### src/rtl/codeword_deserializer_pkg.sv
// ---------------------------------------------------------------------------
// codeword_deserializer_pkg
// Shared definitions for the self-correcting message path: the collector FSM
// state type and the codeword geometry constants. The transmit-side
// bit-select stage and the decoder use the same constants.
// ---------------------------------------------------------------------------
package codeword_deserializer_pkg;

   // 15-bit Hamming codeword plus one overall parity bit
   localparam int CW_WIDTH = 16;
   localparam int CW_IDX_W = 4;

   typedef enum logic [1:0] {
      IDLE    = 2'd0,
      COLLECT = 2'd1,
      HOLD    = 2'd2
   } cw_state_t;

endpackage

### src/rtl/codeword_deserializer_if.sv
// ---------------------------------------------------------------------------
// codeword_deserializer_if
// Serial-in / word-out bundle of the codeword collector.
//   in_valid, in_bit, in_sof, in_ready : serial bit handshake
//   out_valid, out_ready, out_word     : completed codeword handshake
//   bit_idx                            : position the next accepted bit fills
//   frame_err                          : one-cycle abort / stray-bit pulse
// Modports: master drives the serial side and consumes words; slave is the
// collector itself.
// ---------------------------------------------------------------------------
interface codeword_deserializer_if
   import codeword_deserializer_pkg::*;
#(
   parameter int WIDTH = CW_WIDTH
) ();

   localparam int IDX_W = $clog2(WIDTH);

   logic             in_valid;
   logic             in_bit;
   logic             in_sof;
   logic             in_ready;
   logic             out_valid;
   logic             out_ready;
   logic [WIDTH-1:0] out_word;
   logic [IDX_W-1:0] bit_idx;
   logic             frame_err;

   modport master (
      output in_valid, in_bit, in_sof, out_ready,
      input  in_ready, out_valid, out_word, bit_idx, frame_err
   );

   modport slave (
      input  in_valid, in_bit, in_sof, out_ready,
      output in_ready, out_valid, out_word, bit_idx, frame_err
   );

endinterface

### src/rtl/codeword_deserializer.sv
// ---------------------------------------------------------------------------
// codeword_deserializer
// Collects one codeword bit per handshake into a WIDTH-bit word, bit k of a
// frame landing at word position k (LSB = first bit). in_sof marks bit 0;
// an in_sof mid-frame aborts and restarts, a non-sof bit in IDLE is dropped.
// Both cases pulse frame_err for one cycle.
// Ports:
//   clk   : rising-edge clock
//   rst_n : synchronous active-low reset
//   bus   : codeword_deserializer_if.slave (serial in, word out, status)
// WIDTH legal range 2..16; all outputs are registered.
// ---------------------------------------------------------------------------
module codeword_deserializer
   import codeword_deserializer_pkg::*;
#(
   parameter int WIDTH = CW_WIDTH
) (
   input  logic                  clk,
   input  logic                  rst_n,
   codeword_deserializer_if.slave bus
);

   localparam int               IDX_W    = $clog2(WIDTH);
   localparam logic [IDX_W-1:0] LAST_IDX = IDX_W'(WIDTH - 1);

   cw_state_t        state_q, state_d;
   logic             in_ready_q, in_ready_d;
   logic             out_valid_q, out_valid_d;
   logic             frame_err_q, frame_err_d;
   logic [WIDTH-1:0] word_q, word_d;
   logic [IDX_W-1:0] idx_q, idx_d;

   logic             xfer_in;
   logic             xfer_out;
   logic [WIDTH-1:0] wr_sel;

   assign xfer_in  = bus.in_valid && in_ready_q;
   assign xfer_out = out_valid_q && bus.out_ready;
   // one-hot write enable for the current bit position
   assign wr_sel   = WIDTH'(1) << idx_q;

   // State and registered outputs
   always_ff @(posedge clk) begin
      if (!rst_n) begin
         state_q     <= IDLE;
         in_ready_q  <= 1'b1;
         out_valid_q <= 1'b0;
         frame_err_q <= 1'b0;
         word_q      <= '0;
         idx_q       <= '0;
      end else begin
         state_q     <= state_d;
         in_ready_q  <= in_ready_d;
         out_valid_q <= out_valid_d;
         frame_err_q <= frame_err_d;
         word_q      <= word_d;
         idx_q       <= idx_d;
      end
   end

   // Next-state decode
   always_comb begin
      state_d = state_q;
      unique case (state_q)
         IDLE:    if (xfer_in && bus.in_sof) state_d = COLLECT;
         COLLECT: if (xfer_in && !bus.in_sof && (idx_q == LAST_IDX)) state_d = HOLD;
         HOLD:    if (xfer_out) state_d = IDLE;
         default: state_d = IDLE;
      endcase
   end

   // Next values of the registered outputs
   always_comb begin
      word_d      = word_q;
      idx_d       = idx_q;
      frame_err_d = 1'b0;
      // handshake flags are a decode of the upcoming state, so they are
      // registered and have no combinational path from out_ready
      in_ready_d  = (state_d != HOLD);
      out_valid_d = (state_d == HOLD);

      if (xfer_in) begin
         if (bus.in_sof) begin
            // fresh start from IDLE, or abort-and-restart from COLLECT:
            // unwritten positions must read as 0
            word_d      = WIDTH'(bus.in_bit);
            idx_d       = IDX_W'(1);
            frame_err_d = (state_q == COLLECT);
         end else if (state_q == IDLE) begin
            frame_err_d = 1'b1;
         end else begin
            word_d = bus.in_bit ? (word_q | wr_sel) : (word_q & ~wr_sel);
            idx_d  = (idx_q == LAST_IDX) ? '0 : idx_q + IDX_W'(1);
         end
      end
   end

   assign bus.in_ready  = in_ready_q;
   assign bus.out_valid = out_valid_q;
   assign bus.out_word  = word_q;
   assign bus.bit_idx   = idx_q;
   assign bus.frame_err = frame_err_q;

endmodule

### src/flat_wrapper.sv
// flat-port wrapper written by rule: the top's interface ports become plain ports
module codeword_deserializer_flat import codeword_deserializer_pkg::*;
#(
   parameter int WIDTH = CW_WIDTH
)
  (clk, rst_n, bus_in_valid, bus_in_bit, bus_in_sof, bus_out_ready, bus_in_ready, bus_out_valid, bus_out_word, bus_bit_idx, bus_frame_err);
  codeword_deserializer_if #(.WIDTH(WIDTH)) bus_i ();
  input  logic clk;
  input  logic rst_n;
  input wire logic [$bits(bus_i.in_valid)-1:0] bus_in_valid;
  input wire logic [$bits(bus_i.in_bit)-1:0] bus_in_bit;
  input wire logic [$bits(bus_i.in_sof)-1:0] bus_in_sof;
  input wire logic [$bits(bus_i.out_ready)-1:0] bus_out_ready;
  output wire logic [$bits(bus_i.in_ready)-1:0] bus_in_ready;
  output wire logic [$bits(bus_i.out_valid)-1:0] bus_out_valid;
  output wire logic [$bits(bus_i.out_word)-1:0] bus_out_word;
  output wire logic [$bits(bus_i.bit_idx)-1:0] bus_bit_idx;
  output wire logic [$bits(bus_i.frame_err)-1:0] bus_frame_err;
  assign bus_i.in_valid = bus_in_valid;
  assign bus_i.in_bit = bus_in_bit;
  assign bus_i.in_sof = bus_in_sof;
  assign bus_i.out_ready = bus_out_ready;
  assign bus_in_ready = bus_i.in_ready;
  assign bus_out_valid = bus_i.out_valid;
  assign bus_out_word = bus_i.out_word;
  assign bus_bit_idx = bus_i.bit_idx;
  assign bus_frame_err = bus_i.frame_err;
  codeword_deserializer #(.WIDTH(WIDTH)) u_core (.clk(clk), .rst_n(rst_n), .bus(bus_i));
endmodule
### config.mk
export PLATFORM = sky130hd
export DESIGN_NAME = codeword_deserializer_flat
export DESIGN_NICKNAME = d
export VERILOG_FILES = /design/src/rtl/codeword_deserializer_pkg.sv /design/src/rtl/codeword_deserializer_if.sv /design/src/rtl/codeword_deserializer.sv /design/src/flat_wrapper.sv
export SDC_FILE = /design/constraint.sdc
export NUM_CORES = 1
export LEC_CHECK = 0
export CORE_UTILIZATION = 45
export CTS_BUF_LIST = sky130_fd_sc_hd__clkbuf_2
export DETAILED_ROUTE_END_ITERATION = 10
export PLACE_DENSITY_LB_ADDON = 0.08
export SETUP_SLACK_MARGIN = 0.4
export SYNTH_ARGS = -nofsm -noshare
export SYNTH_HDL_FRONTEND = slang
export SYNTH_SLANG_ARGS = --single-unit
export TNS_END_PERCENT = 10
### constraint.sdc
create_clock -name clk -period 1.55 [get_ports clk]
set_input_delay 0.465 -clock clk [delete_from_list [all_inputs] [get_ports clk]]
set_output_delay 0.465 -clock clk [all_outputs]
set_load 0.02 [all_outputs]
* After elaboration in Yosys (flattened, before gate mapping)
Cells that the tools add are included.
Cells by class: equal/unequal tests 6, bitwise logic cells 3, muxes and demuxes 12, shift-type cells 1, reductions and logical operators 9, add/sub/neg operators 1
Operator list (number):
- $mux W16 | 3
- $and A16 B16 Y16 | 1
- $not A16 Y16 | 1
- $or A16 B16 Y16 | 1
- $shl A1 B4 Y16 const A | 1
- $mux W4 | 3
- $mux W2 | 3
- $pmux W2 S3 | 1
- $logic_and A1 B1 Y1 | 5
- $add A4 B1 Y4 const B | 1
- $eq A2 B2 Y1 const B | 2
- $eq A4 B4 Y1 const B | 1
- $ne A2 B2 Y1 const B | 2
- $reduce_and A2 Y1 | 2
- $eq A2 B1 Y1 const B | 1
- $logic_not A2 Y1 | 1
- $mux W1 | 2
- $logic_not A1 Y1 | 1
Word-level totals: word-level logic and storage cells 38, bits in registers 25, bits of input ports 6, output and inout port bits 23

* Logic depth before layout (Yosys ltp)
depth in word-level cells 6, depth in mapped cells 6, mapped depth without buffers 5

* Worst setup path before layout
Ideal clock, no wire load.
path type register to register, start point reg u_core.idx_q[1], in the netlist u_core.bus.bit_idx[1], end point reg u_core.in_ready_q, in the netlist u_core.bus.in_ready, arrival 1460 ps, cell stages (with the launch flop) 6, buffers on the path 0, clock period less this slack 1592 ps, required time 1418 ps, slack -42 ps, library setup time 132 ps, cells stage by stage dfxtp_1 ha_1 nand3_1 or2_1 nor4b_4 o21ai_1
Between the ends: word-level cells in the longest chain between the ends 5
RTL lines:
- from (decl) | line codeword_deserializer.sv:31 | logic [IDX_W-1:0] idx_q, idx_d;
- from (signal assigned) | line codeword_deserializer.sv:57 | idx_q <= idx_d;
- $eq A4 B4 Y1 | line codeword_deserializer.sv:66 | COLLECT: if (xfer_in && !bus.in_sof && (idx_q == LAST_IDX)) state_d = HOLD;
- $logic_and A1 B1 Y1 | line codeword_deserializer.sv:66
- $mux W2 | line codeword_deserializer.sv:66
- $pmux W2 S3 | line codeword_deserializer.sv:64 | unique case (state_q)
- $ne A2 B2 Y1 | line codeword_deserializer.sv:79 | in_ready_d = (state_d != HOLD);
- to (signal assigned) | line codeword_deserializer.sv:53 | in_ready_q <= in_ready_d;
- to (decl) | line codeword_deserializer.sv:27 | logic in_ready_q, in_ready_d;
Every way passes these cells. A chain may end at the register's enable or synchronous reset.

* Final worst setup path
start point in bus_in_sof, end point reg u_core.word_q[12], in the netlist u_core.bus.out_word[12]
Between the ends: word-level cells in the longest chain between the ends 2, elaborated cells between the ends (all ways) 3, those cells by class eq/ne: 1; mux: 1; reduce/logical: 1
RTL lines:
- from (decl) | line flat_wrapper.sv:12 | input wire logic [$bits(bus_i.in_sof)-1:0] bus_in_sof;
- $ne A2 B2 Y1 (no source line)
- $reduce_and A2 Y1 (no source line)
- to (signal assigned) | line codeword_deserializer.sv:56 | word_q <= word_d;
- to (decl) | line codeword_deserializer.sv:30 | logic [WIDTH-1:0] word_q, word_d;
Parallel ways exist; a longest one is shown, timed or not.

==> impl_metrics.json <==
{
  "drive_gt1_share_pct": 50.7,
  "fin_crit_ns": 1.40,
  "rsz0062_at_grt": "yes",
  "tritoncts": "yes",
  "syn-cell-area_sq_um": 1330,
  "cellPowerDensity_nw_per_um2": 574,
  "coreArea_sq_um": 2780,
  "synthCells": 153,
  "cts_root_buffer": "clkbuf_2",
  "die_h_um": 56.3,
  "synth-edff-count": 0,
  "end_kind": "register",
  "clkLatencyLatePin_ns": 0.37,
  "ff_latch_area_sq_um": 536,
  "tns_ns": 0,
  "fin_nets": 220,
  "cts-htree-levels": 1,
  "hold_path_class": "register to register",
  "yosysWarnings": 0,
  "grt_pass1_vias": 1115,
  "path_clk_slew_ns": 0.27,
  "place_congestion": 0.824,
  "hold_viol": 0,
  "via_per_inst": 5.51,
  "io_buffers": 28,
  "tightest_slew_ns": 0.470,
  "clk_path_buf_depth": 2,
  "async_reset_ff_share_pct": 0,
  "max_cap_violations": 0,
  "fin_area_sq_um": 1910,
  "grt_pass1_wl_um": 4760,
  "criticalPathCategory": "primary input to register",
  "yosys_most_used_dff": "dfxtp_1",
  "critPathLaunchType": "primary input",
  "multi_input_area_sq_um": 805,
  "synth.distinct_cells": 37,
  "die_area_sq_um": 3170,
  "place_area_sq_um": 1740,
  "drcViolationCount": 0,
  "wire_per_inst_um": 13.5,
  "required_ns": 1.88,
  "drt_pass1_iterations": 4,
  "antennaDiodeCount": 0,
  "leakage_nw": 0.835,
  "slew_viol_final": 0,
  "grt_max_degree": 16,
  "avgSynthCellArea_sq_um": 8.68,
  "grt_use_total_pct": 18.7,
  "routed_wl_um": 3210,
  "rows": 19,
  "final_common_cell": "nand2_1",
  "finClkSkew_ns": 0.0261,
  "ir_drop_v": 0.000561,
  "gr-total-overflow": 0,
  "crit_arrival_ns": 1.73,
  "ios": 29,
  "ant_nets": 0,
  "fmaxAchievable_mhz": 713,
  "n_fill_cell": 226,
  "yosysSeqAreaShare_pct": 37.7,
  "synth_fp_nets": 165,
  "p_total_mw": 1.10,
  "dpl.hpwl_um": 2080,
  "start_util_pct": 47.7,
  "finalCritPeriodShare_pct": 90.5,
  "antenna_found_initial": 0,
  "synth-seq-cells": 25,
  "cts_sinks": 25,
  "outcome": "finished clean",
  "final_cell_mix": "nand2_1, buf_4, dfxtp_2, buf_2, nand3_1",
  "cts_buffers": 3,
  "slew-limit-headroom_pct": 68.6,
  "area_delta_synth_final_pct": 44.1,
  "vias": 1311,
  "path_max_fanout": 12,
  "drtIter0Drc": 40,
  "die_w_um": 56.3,
  "finalSetupViolCount": 0
}
==> cell type report <==
| type | instances | share of cell area, % |
|---|---|---|
| multi-input cells | 108 | 42.1 |
| clock inverters | 1 | 0.262 |
| inverters | 9 | 1.90 |
| repair buffers | 61 | 25.0 |
| clock buffers | 3 | 0.785 |
| well taps | 31 | 2.03 |
| flip-flops and latches | 25 | 28.0 |
==> final timing paths <==
check                                               end  depth (start not counted)                     from  slack (ns)
worst max-delay path            u_core.bus.out_word[12]                          5               bus_in_sof        0.15
worst min-delay path            u_core.bus.out_word[12]                          2  u_core.bus.out_word[12]        0.47
worst max register to register    u_core.bus.bit_idx[0]                          7    u_core.bus.bit_idx[1]        0.18
worst min register to register  u_core.bus.out_word[12]                          2  u_core.bus.out_word[12]        0.47
==> state kept, by name (all words and copies together), names as in the netlist, named ones only <==
register              flops
u_core.bus.out_word      15
u_core.bus.out_valid      1
u_core.bus.in_ready       1
u_core.state_q            2
u_core.bus.frame_err      1
u_core.bus.bit_idx        4
==> through the flow <==
step / std cells / hold slack, ns / util, % / worst slack, ns
6_report: 238 / 0.468 / 68.8 / 0.147
2_1_floorplan: 153 / 0.525 / - / 0.190
5_1_grt: 238 / 0.482 / 68.8 / 0.115
3_5_place_dp: 217 / 0.446 / 62.6 / -0.355
3_3_place_gp: 217 / 0.440 / 62.6 / -0.321
4_1_cts: 232 / 0.470 / 64.7 / 0.142
==> synth_stat cells, types with 2 or more instances <==
master | count | area share [%]
ha_1 | 6 | 5.7
a32oi_1 | 9 | 5.9
nor2b_1 | 4 | 1.9
buf_2 | 3 | 1.1
or2_1 | 2 | 0.94
inv_1 | 9 | 2.5
o211ai_1 | 5 | 2.8
buf_6 | 3 | 2.5
a21oi_2 | 2 | 1.3
a21oi_1 | 2 | 0.75
o21ai_1 | 3 | 1.1
nand2_1 | 28 | 7.9
dfxtp_1 | 25 | 38
clkbuf_1 | 5 | 1.4
nor2_1 | 3 | 0.85
a22oi_1 | 2 | 1.1
a31oi_1 | 5 | 2.4
o22ai_2 | 2 | 1.9
nand3_1 | 16 | 6.0
o21a_1 | 2 | 1.1
==> worst max-delay path: stages <==
cell and delay, ns:
clkdlybuf4s50_1 0.45, o311ai_2 0.35, and2_4 0.29, a21oi_1 0.06, o22ai_1 0.12
==> routing by layer <==
| layer | global-route usage (%) | vias to the layer above | wire [um] |
|---|---|---|---|
| met3 | 2.07 | 5 | 114 |
| met2 | 28.7 | 28 | 1560 |
| met4 | 6.27 | 0 | 39 |
| met1 | 27.2 | 621 | 1500 |
| li1 | - | 657 | - |
| met5 | 0 | - | 0 |
==> cells by family (layout without fill, tap and decap cells) <==
group                    after synthesis  count (layout)  synth area share [%]
AND/OR/NAND/NOR                       62              62                  24.9
buffers and inverters                 20              74                  7.63
AO/OA/AOI/OAI                         39              39                  23.5
XOR/XNOR                               1               1                 0.660
adder cells (fa/ha/maj)                6               6                  5.65
flip-flops                            25              25                  37.7
==> power breakdown <==
group	switching, mW	internal (mW)	total [mW]
Sequential	0.00937	0.650	0.659
Combinational	0.0854	0.0838	0.169
Clock	0.211	0.0584	0.270
==> timing repair <==
item	CTS	global route
hold buffers	0	0
pin swaps	4	5
endpoints found under the setup margin	48	48
setup buffers	11	6
gates cloned	0	0
resized for setup	126	17
No activity file was read; power rests on OpenSTA's default activity.
